### config.mk
export PLATFORM = sky130hd
export DESIGN_NAME = switch_ram_scan
export DESIGN_NICKNAME = d
export VERILOG_FILES = /design/src/rtl/switch_ram_scan_pkg.sv /design/src/rtl/switch_ram_scan_rise_detect.sv /design/src/rtl/switch_ram_scan.sv
export SDC_FILE = /design/constraint.sdc
export NUM_CORES = 1
export LEC_CHECK = 0
export ABC_AREA = 1
export CAP_MARGIN = 20
export CORE_AREA = 2 2 66 53
export CTS_BUF_LIST = sky130_fd_sc_hd__clkbuf_8
export CTS_CLUSTER_SIZE = 40
export DETAILED_ROUTE_END_ITERATION = 10
export DIE_AREA = 0 0 68 55
export PLACE_DENSITY = 0.83
export REMOVE_ABC_BUFFERS = 1
export SYNTH_ARGS = -nofsm -noshare
export SYNTH_HDL_FRONTEND = slang
export SYNTH_HIERARCHICAL = 1
export SYNTH_SLANG_ARGS = --single-unit
### constraint.sdc
create_clock -name clk_2 -period 3.4 [get_ports clk_2]
set_clock_uncertainty 0.15 [all_clocks]
set_input_delay 0.68 -clock clk_2 [delete_from_list [all_inputs] [get_ports clk_2]]
set_output_delay 0.68 -clock clk_2 [all_outputs]
set_load 0.01 [all_outputs]
### src/rtl/switch_ram_scan_pkg.sv
// ram_scan_pkg: shared sizes, word type and power-on contents for switch_ram_scan.
package ram_scan_pkg;
    localparam int NWORDS = 4;
    localparam int WIDTH  = 4;
    typedef logic [WIDTH-1:0] word_t;
    localparam word_t RAM_INIT [NWORDS] = '{4'h3, 4'h2, 4'h9, 4'hC};
    function automatic word_t init_word(input int i);
        return RAM_INIT[2'(i)];
    endfunction
endpackage

### src/rtl/switch_ram_scan_rise_detect.sv
// rise_detect: one-cycle pulse on a 0->1 transition of a level input.
module rise_detect #(
    parameter logic RST_VAL = 1'b0
) (
    input  logic clk_2,
    input  logic reset_n,
    input  logic in_i,
    output logic pulse_o
);
    logic in_q;
    always_ff @(posedge clk_2) in_q <= !reset_n ? RST_VAL : in_i;
    assign pulse_o = in_i & ~in_q;
endmodule

### src/rtl/switch_ram_scan.sv
// switch_ram_scan: switch-writable nibble store with registered read port and auto-scan pointer.
module switch_ram_scan #(
    parameter int NWORDS   = ram_scan_pkg::NWORDS,
    parameter int WIDTH    = ram_scan_pkg::WIDTH,
    parameter int SCAN_DIV = 4
) (
    input  logic                      clk_2,
    input  logic                      reset_n,
    input  logic [$clog2(NWORDS)-1:0] addr,
    input  logic [WIDTH-1:0]          wdata,
    input  logic                      we,
    input  logic                      scan,
    output logic [WIDTH-1:0]          rdata,
    output logic [$clog2(NWORDS)-1:0] raddr,
    output logic                      wr_ack,
    output logic [NWORDS-1:0]         dirty
);
    import ram_scan_pkg::*;
    localparam int AW = $clog2(NWORDS);
    localparam int DW = SCAN_DIV > 1 ? $clog2(SCAN_DIV) : 1;
    logic [WIDTH-1:0] mem [NWORDS];
    logic [WIDTH-1:0] rdata_q, rdata_d;
    logic [AW-1:0]    sp_q, sp_d, raddr_q, rd_addr;
    logic [DW-1:0]    div_q, div_d;
    logic             wr_ack_q, we_rise, scan_rise, step;
    // the write lever resets as "already high" so a lever up through reset never writes
    rise_detect #(.RST_VAL(1'b1)) u_we_rise (
        .clk_2(clk_2), .reset_n(reset_n), .in_i(we), .pulse_o(we_rise)
    );
    rise_detect #(.RST_VAL(1'b0)) u_scan_rise (
        .clk_2(clk_2), .reset_n(reset_n), .in_i(scan), .pulse_o(scan_rise)
    );
    for (genvar i = 0; i < NWORDS; i++) begin : g_word
        logic [WIDTH-1:0] word_q;
        logic             dirty_q;
        always_ff @(posedge clk_2) begin
            if (!reset_n) begin
                word_q  <= WIDTH'(init_word(i));
                dirty_q <= 1'b0;
            end else if (we_rise && addr == AW'(i)) begin
                word_q  <= wdata;
                dirty_q <= 1'b1;
            end
        end
        assign mem[i]   = word_q;
        assign dirty[i] = dirty_q;
    end
    assign step    = div_q == DW'(SCAN_DIV - 1);
    assign rd_addr = scan ? sp_q : addr;
    always_comb begin
        sp_d    = scan_rise ? addr : (scan && step) ? sp_q + 1'b1 : sp_q;
        div_d   = (scan_rise || (scan && step)) ? '0 : scan ? div_q + 1'b1 : div_q;
        rdata_d = (we_rise && addr == rd_addr) ? wdata : mem[rd_addr];
    end
    always_ff @(posedge clk_2) begin
        if (!reset_n) begin
            sp_q     <= '0;
            div_q    <= '0;
            raddr_q  <= '0;
            rdata_q  <= WIDTH'(init_word(0));
            wr_ack_q <= 1'b0;
        end else begin
            sp_q     <= sp_d;
            div_q    <= div_d;
            raddr_q  <= rd_addr;
            rdata_q  <= rdata_d;
            wr_ack_q <= we_rise;
        end
    end
    assign rdata  = rdata_q;
    assign raddr  = raddr_q;
    assign wr_ack = wr_ack_q;
endmodule

==> reports/results.tsv, run 1 <==
stage	metric	value	unit
global_routing	grt_pass1_vias	1090	
critical_path	worstPathCellList	clkdlybuf4s50_1 -> inv_1 -> nor2_2 -> inv_1 -> nand2_1 -> o21ai_0 -> a21oi_1 -> nor2_1	
critical_path	worstSetupStartpointType	primary input	
clock_network	cts-buffers-inserted	5	
critical_path	worstSetupEndpointType	flip-flop	
sta	finalSetupViolations	0	
place	postPlaceCellArea	0.00169	mm^2
global_routing	antenna_found_initial	0	
critical_path	critPathSlowestCell	clkdlybuf4s50_1	
detailed_routing	drt_iter0_markers	58	
floorplanning	start_util	47.6	%
clock_network	post-cts-setup-buffers	0	
pwr	intPower	629	uW
floorplanning	core-area	0.00311	mm^2
pwr	p_leak	0.827	nW
synth	synth-adder-area-share	0.846	%
global_routing	track_usage	18.1	%
sta	tightestPinTransition	0.564	ns
critical_path	slowest_delay	0.83	ns
synth	ys_ff_latch	33	
floorplanning	rows	18	
sta	rsz0062_at_grt	no	
place	portBuffers	20	
detailed_routing	dr_total_vias	1237	
place	dp_hpwl	2180	um
clock_network	clkTransAtPathRegs	0.07	ns
detailed_routing	wl_per_cell	11.6	um
synth	ys_warn_count	6	
synth	synth_top_family_by_area	simple AND/OR/NAND/NOR gates	
synth	ys_types	23	
pwr	p_per_area	471	mW/mm^2
clock_network	cts-root-buf	clkbuf_8	
sta	slew_headroom	62.3	%
clock_network	tritoncts	built	
flow_run	cap_violations	0	
clock_network	insertion_delay	0.28	ns
layout	final_common_cell	nand2_1	
synth	synth-compound-area-share	9.81	%
synth	yosys.area_share.xor_xnor	0.592	%
layout	nNetsFinal	223	
clock_network	postCtsHoldBufs	0	
detailed_routing	drc	0	
critical_path	r2r_cells	4	
clock_network	htree_levels	2	
layout	areaGrowthSynthToFinish	20.2	%
pwr	pwr-share-seq	51.4	%
global_routing	grt_first_pass_wirelength	4820	um
pwr	switching_share	24.9	%
detailed_routing	routed_via_density	4.89	
pwr	vdd_drop_max	0.296	mV
global_routing	grt_max_degree	21	
layout	multiInputGateArea	546	um^2
layout	seq_area	741	um^2
floorplanning	die-area	0.00374	mm^2
critical_path	crit_family	buffers and inverters	
sta	finalWorstPathRequiredPeriod	2.31	ns
critical_path	critical_path_buf_inv_count	3	
layout	fillers	289	
sta	fmax	432	MHz
layout	final_layout_size_suffix_gt1_share	8.45	%
detailed_routing	firstDrtPassIters	4	
floorplanning	die_w	68	um
critical_path	crit_cells	8	
sta	drv_slew	0	
critical_path	crit_type	in -> reg	
synth	syn_inst	191	
critical_path	critPathArrivalTime	2.34	ns
pwr	clkPwrFrac	35.4	%
layout	final_cell_mix	nand2_1, inv_1, nand3_1	
clock_network	clock_path_buffers	2	
synth	yosysSeqAreaShare	50.1	%
synth	avgSynthCellArea	7.74	um^2
synth	synth_area	0.00148	mm^2
pwr	combPwrFrac	13.2	%
critical_path	cp_common_cell	inv_1	
critical_path	critPathRequiredTime	3.42	ns
place	gp_congestion	0.830	
clock_network	cts_resized	0	
sta	hold_violations	0	
outcome	outcome	completed	
worst_hold_path	hp-class	reg -> reg	
synth	synth.area.mux_share	0	%
clock_network	numClockSinks	33	
floorplanning	pin_count	21	
critical_path	cp_max_fo	16	
sta	final.setup.tns	0	ns
floorplanning	die_h	55	um
global_routing	overflow	0	
worst_hold_path	worstHoldPathCells	2	
synth	synth-simple-area-share	25.6	%
layout	stdcell_area	0.00178	mm^2
detailed_routing	postRouteWirelength	2930	um
layout	antennaDiodeCount	0	
detailed_routing	drtAntennaViolNets	0	
sta	post-route-period-util	68.0	%
pwr	p_switching	208	uW
## layout make-up
class	count	area share, %
Timing Repair Buffer	21	11.7
Clock buffer	6	4.64
Tap cell	40	2.81
Clock inverter	2	0.493
Sequential cell	33	41.7
Multi-Input combinational cell	113	30.7
Inverter	38	8.02
## sequential cells by signal (all words and copies together) (netlist names)
| name | flops |
|---|---|
| g_word.word_q | 16 |
| g_word.dirty_q | 4 |
| rdata | 4 |
| div_q | 2 |
| raddr | 2 |
| sp_q | 2 |
| u_scan_rise/in_q | 1 |
| u_we_rise/in_q | 1 |
| wr_ack | 1 |
## through the flow
step                setup WS (ns)  cells  hold WS, ns  power (mW)  util (%)
floorplan                    1.80    184        0.279       0.498         -
global placement            0.926    245        0.292       0.545      54.3
detailed placement          0.850    245        0.294       0.548      54.3
CTS                          1.14    253        0.308       0.843      57.2
global route                0.904    253        0.332       0.875      57.2
finish                       1.09    253        0.304       0.837      57.2
## per-layer routing
| metal | vias to the layer above | routed length (um) | track usage (%) |
|---|---|---|---|
| met2 | 37 | 1270 | 27.3 |
| met1 | 554 | 1440 | 24.1 |
| met4 | 0 | 51 | 8.67 |
| met5 | - | 0 | 0 |
| li1 | 638 | - | - |
| met3 | 8 | 167 | 4.86 |
## tightest hold or removal path: stages (launching register included)
cell and delay [ns]:
dfxtp_1 0.31, inv_1 0.04, a21oi_1 0.05
## cells by family (layout without fill, tap and decap cells)
logic type | Yosys count | count (layout)
AOI/OAI and AO/OA | 25 | 25
xor gates and xnor gates | 1 | 1
adders and majority gates | 1 | 1
buffers and inverters | 45 | 67
DFF | 33 | 33
and+or+nand+nor | 86 | 86
## cells in the mapped netlist
library cell   n  area share (%)
nand2_1       41              10
inv_1         36             9.1
nand3_1       28             9.5
dfxtp_1       25              34
a21oi_1       10             3.4
nor2_1        10             2.5
edfxtp_1       8              16
o21ai_0        8             2.7
buf_4          4             2.0
nor2_2         3             1.3
o211ai_1       3             1.5
inv_2          2            0.51
nand2_2        2            0.85
o21ai_2        2             1.2
a211oi_1       1            0.51
buf_2          1            0.34
buf_6          1            0.76
clkbuf_1       1            0.25
ha_1           1            0.85
nand2_4        1            0.76
nor3_1         1            0.34
o21a_1         1            0.51
xnor2_1        1            0.59
## final timing paths
check | endpoint | startpoint | slack, ns
worst max register to register | g_word[1].word_q[2] | u_we_rise/in_q | 1.99
worst min register to register | g_word[3].dirty_q | g_word[3].dirty_q | 0.30
worst min-delay path | g_word[3].dirty_q | g_word[3].dirty_q | 0.30
worst max-delay path | sp_q[0] | scan | 1.09
## power groups by stage
stage | Sequential (mW) | Clock [mW] | Combinational, mW
2_1_floorplan | 0.441 | 0 | 0.0570
3_3_place_gp | 0.438 | 0 | 0.107
3_5_place_dp | 0.439 | 0 | 0.110
4_1_cts | 0.430 | 0.303 | 0.110
5_1_grt | 0.432 | 0.319 | 0.124
6_report | 0.430 | 0.296 | 0.110
Note: power is estimated with default switching activity, not from simulation.
==> run 2: changes to the inputs <==
--- a/config.mk
+++ b/config.mk
@@ -12,7 +12,7 @@
 export CTS_CLUSTER_SIZE = 40
 export DETAILED_ROUTE_END_ITERATION = 10
 export DIE_AREA = 0 0 68 55
-export PLACE_DENSITY = 0.83
+export PLACE_DENSITY = 0.86
 export REMOVE_ABC_BUFFERS = 1
 export SYNTH_ARGS = -nofsm -noshare
 export SYNTH_HDL_FRONTEND = slang
==> constraint.sdc (replaced) <==
create_clock -name clk_2 -period 1.9 [get_ports clk_2]
set_clock_uncertainty 0.15 [all_clocks]
set_input_delay 0.38 -clock clk_2 [delete_from_list [all_inputs] [get_ports clk_2]]
set_output_delay 0.38 -clock clk_2 [all_outputs]
set_load 0.01 [all_outputs]
==> reports/results.tsv, run 2 (same netlist as run 1, synthesis figures left out) <==
stage	metric	value	unit
layout	stdcell_area	0.00186	mm^2
clock_network	cts-root-buf	clkbuf_8	
place	gp_congestion	0.865	
place	place_ws	-0.0509	ns
layout	antennaDiodeCount	0	
global_routing	track_usage	20.7	%
global_routing	grt_max_degree	18	
layout	top_register	g_word.word_q	
floorplanning	pin_count	21	
detailed_routing	firstDrtPassIters	4	
detailed_routing	dr_total_vias	1282	
sta	tightestPinTransition	0.286	ns
clock_network	cts-buffers-inserted	5	
pwr	p_leak	0.879	nW
detailed_routing	drc	0	
place	dp_hpwl	2330	um
sta	fmax	592	MHz
clock_network	postCtsHoldBufs	0	
outcome	outcome	completed	
pwr	pwr-share-seq	47.7	%
critical_path	critPathArrivalTime	1.16	ns
floorplanning	rows	18	
clock_network	numClockSinks	33	
floorplanning	start_util	47.6	%
clock_network	cts_resized	0	
critical_path	cp_max_fo	2	
global_routing	antenna_found_initial	0	
clock_network	htree_levels	2	
sta	whs	0.306	ns
pwr	switching_share	23.6	%
layout	final_common_cell	nand2_1	
clock_network	post-cts-setup-buffers	0	
detailed_routing	wl_per_cell	12.1	um
critical_path	critPathSlowestCell	clkdlybuf4s50_1	
pwr	combPwrFrac	13.4	%
pwr	total_power	1.61	mW
sta	slew_headroom	80.9	%
pwr	p_per_area	867	mW/mm^2
place	portBuffers	20	
global_routing	overflow	0	
place	postPlaceCellArea	0.00175	mm^2
detailed_routing	routed_via_density	4.89	
critical_path	critical_path_buf_inv_count	1	
sta	finalSetupViolations	0	
sta	post-route-period-util	88.9	%
clock_network	insertion_delay	0.28	ns
global_routing	grt_pass1_vias	1202	
critical_path	crit_type	reg -> out	
clock_network	tritoncts	built	
detailed_routing	drtAntennaViolNets	0	
pwr	clkPwrFrac	38.9	%
floorplanning	die_h	55	um
layout	stdcell_count	262	
sta	hold_violations	0	
floorplanning	die_w	68	um
critical_path	critPathRequiredTime	1.37	ns
layout	largest_reg_flops	16	
critical_path	worstSetupStartpointType	flip-flop	
sta	rsz0062_at_grt	no	
layout	fin_util	59.9	%
clock_network	clock_path_buffers	2	
floorplanning	die-area	0.00374	mm^2
detailed_routing	postRouteWirelength	3170	um
pwr	vdd_drop_max	0.517	mV
detailed_routing	drt_iter0_markers	82	
floorplanning	core-area	0.00311	mm^2
critical_path	worstSetupEndpointType	output pin	
sta	drv_slew	0	
critical_path	slowest_delay	0.55	ns
layout	nNetsFinal	232	
critical_path	crit_family	buffers and inverters	
pwr	p_switching	381	uW
sta	finalWorstPathRequiredPeriod	1.69	ns
critical_path	worstPathCellList	clkdlybuf4s50_1	
worst_hold_path	hp-class	reg -> reg	
pwr	intPower	1.23	mW
sta	worst_slack	0.210	ns
clock_network	clkTransAtPathRegs	0.07	ns
global_routing	grt_first_pass_wirelength	5440	um
layout	final_cell_mix	nand2_1, inv_1, nand3_1	
layout	final_layout_size_suffix_gt1_share	11.7	%
flow_run	cap_violations	0	
place	placed_cells	254	
layout	areaGrowthSynthToFinish	25.8	%
sta	final.setup.tns	0	ns
## run 2: power groups by stage
stage                     logic, mW  clock network (mW)  registers, mW
after floorplan               0.102                   0          0.790
after global placement        0.206                   0          0.784
after detailed placement      0.213                   0          0.785
after CTS                     0.216               0.632          0.770
after global routing          0.245               0.661          0.773
final                         0.216               0.627          0.770
## run 2: cell type report
cell class	instances	area, um^2
Fill cell	275	1250
Multi-Input combinational cell	113	546
Tap cell	40	50.0
Inverter	38	143
Sequential cell	33	741
Clock inverter	3	37.5
Clock buffer	5	68.8
Timing Repair Buffer	30	275
## run 2: final timing paths
check	from	to	slack, ns	cells after the start
max	g_word[3].dirty_q	dirty[3]	0.21	1
min reg2reg	g_word[1].word_q[2]	g_word[1].word_q[2]	0.31	2
min	g_word[1].word_q[2]	g_word[1].word_q[2]	0.31	2
max reg2reg	sp_q[0]	rdata[2]	0.54	7
## run 2: worst min-delay path, cell delays in order, from the launching register on
cell,delay [ns]
dfxtp_1,0.30
inv_1,0.06
a21oi_1,0.05
## run 2: layer usage
metal  GRT usage, %  part of all wire [%]
met5              0                     0
met1           25.9                    45
met3           6.07                   7.8
met2           32.5                    45
met4           10.7                   1.9
==> run 3: changes to the inputs <==
--- a/config.mk
+++ b/config.mk
@@ -7,11 +7,11 @@
 export LEC_CHECK = 0
 export ABC_AREA = 1
 export CAP_MARGIN = 20
-export CORE_AREA = 2 2 66 53
+export CORE_AREA = 5 5 69 56
 export CTS_BUF_LIST = sky130_fd_sc_hd__clkbuf_8
-export CTS_CLUSTER_SIZE = 40
+export CTS_CLUSTER_SIZE = 28
 export DETAILED_ROUTE_END_ITERATION = 10
-export DIE_AREA = 0 0 68 55
+export DIE_AREA = 0 0 74 61
 export PLACE_DENSITY = 0.86
 export REMOVE_ABC_BUFFERS = 1
 export SYNTH_ARGS = -nofsm -noshare
==> reports/results.tsv, run 3 (same netlist as run 1, synthesis figures left out) <==
stage	metric	value	unit
sta	finalSetupViolations	0	
flow_run	cap_violations	0	
sta	rsz0062_at_grt	no	
critical_path	worstSetupEndpointType	output pin	
global_routing	grt_max_degree	11	
sta	hold_violations	0	
layout	areaGrowthSynthToFinish	25.3	%
critical_path	cp_max_fo	2	
clock_network	clkTransAtPathRegs	0.06	ns
sta	tightestPinTransition	0.307	ns
place	portBuffers	20	
pwr	p_per_area	868	mW/mm^2
layout	largest_reg_flops	16	
clock_network	post-cts-setup-buffers	0	
clock_network	tritoncts	built	
pwr	vdd_drop_max	0.481	mV
detailed_routing	routed_via_density	4.90	
floorplanning	die_w	74	um
detailed_routing	topRoutingLayerUsed	met4	
layout	stdcell_count	261	
clock_network	clock_path_buffers	2	
clock_network	cts-root-buf	clkbuf_8	
clock_network	postCtsHoldBufs	0	
critical_path	worstSetupStartpointType	flip-flop	
pwr	p_leak	0.874	nW
detailed_routing	wl_per_cell	11.7	um
pwr	total_power	1.61	mW
floorplanning	start_util	47.2	%
critical_path	crit_family	buffers and inverters	
global_routing	track_usage	15.1	%
sta	finalWorstPathRequiredPeriod	1.69	ns
clock_network	insertion_delay	0.28	ns
sta	post-route-period-util	89.0	%
detailed_routing	drt_iter0_markers	112	
clock_network	htree_levels	2	
floorplanning	pin_count	21	
layout	nNetsFinal	231	
sta	drv_slew	0	
layout	antennaDiodeCount	0	
detailed_routing	m1WireLength	1480	um
clock_network	cts-buffers-inserted	5	
detailed_routing	drc	0	
outcome	outcome	completed	
floorplanning	die-area	0.00451	mm^2
detailed_routing	firstDrtPassIters	4	
critical_path	critical_path_buf_inv_count	1	
worst_hold_path	hp-class	reg -> reg	
critical_path	crit_type	reg -> out	
sta	whs	0.309	ns
place	placed_cells	253	
detailed_routing	drtAntennaViolNets	0	
detailed_routing	wl_met2	1290	um
layout	top_register	g_word.word_q	
critical_path	critPathSlowestCell	clkdlybuf4s50_1	
clock_network	cts_resized	0	
critical_path	worstPathCellList	clkdlybuf4s50_1	
global_routing	overflow	0	
critical_path	slowest_delay	0.54	ns
critical_path	critPathArrivalTime	1.16	ns
sta	slew_headroom	79.5	%
detailed_routing	wl_met3	215	um
floorplanning	die_h	61	um
layout	final_cell_mix	nand2_1, inv_1, nand3_1	
layout	final_layout_size_suffix_gt1_share	11.3	%
layout	final_common_cell	nand2_1	
sta	fmax	591	MHz
floorplanning	rows	18	
detailed_routing	postRouteWirelength	3060	um
place	gp_congestion	0.864	
floorplanning	core-area	0.00313	mm^2
clock_network	numClockSinks	33	
global_routing	grt_pass1_vias	1104	
detailed_routing	dr_total_vias	1280	
place	dp_hpwl	2350	um
critical_path	critPathRequiredTime	1.37	ns
global_routing	grt_first_pass_wirelength	5020	um
global_routing	antenna_found_initial	0	
-- run 3: changes by cell type in the layout (fill, tap and decap cells not counted), sizes merged --
cell and delta:
buf -1
-- run 3: metrics by stage --
stage / TNS [ns] / utilization, % / area, um^2 / setup WS [ns]
2_1_floorplan: 0 / - / 1430 / 0.604
3_3_place_gp: -0.220 / 55.8 / 1750 / -0.0781
3_5_place_dp: -0.180 / 55.8 / 1750 / -0.0571
4_1_cts: 0 / 59.2 / 1850 / 0.194
5_1_grt: 0 / 59.2 / 1850 / 0.0533
6_report: 0 / 59.2 / 1850 / 0.208
-- run 3: cell type report --
| cell class | count | area (um^2) |
|---|---|---|
| Fill cell | 291 | 1280 |
| Sequential cell | 33 | 741 |
| Multi-Input combinational cell | 113 | 546 |
| Timing Repair Buffer | 29 | 268 |
| Inverter | 38 | 143 |
| Clock buffer | 5 | 68.8 |
| Tap cell | 40 | 50.0 |
| Clock inverter | 3 | 37.5 |
-- run 3: worst paths after layout --
path / to / slack [ns] / from / cells after the start
worst min register to register: g_word[2].dirty_q / 0.31 / g_word[2].dirty_q / 2
worst min-delay path: g_word[2].dirty_q / 0.31 / g_word[2].dirty_q / 2
worst max-delay path: dirty[3] / 0.21 / g_word[3].dirty_q / 1
worst max register to register: rdata[0] / 0.56 / sp_q[1] / 7
-- run 3: routing by layer --
metal,up-vias,GRT usage (%)
li1,660,-
met1,568,21.5
met2,43,21.0
met3,9,4.47
met4,0,6.98
met5,-,0
-- run 3: power breakdown --
part | total (mW) | leakage [nW] | internal [mW] | switching, mW
Sequential | 0.769 | 0.283 | 0.756 | 0.0135
Clock | 0.628 | 0.0570 | 0.381 | 0.247
Combinational | 0.211 | 0.534 | 0.0934 | 0.118
Total | 1.61 | 0.874 | 1.23 | 0.378
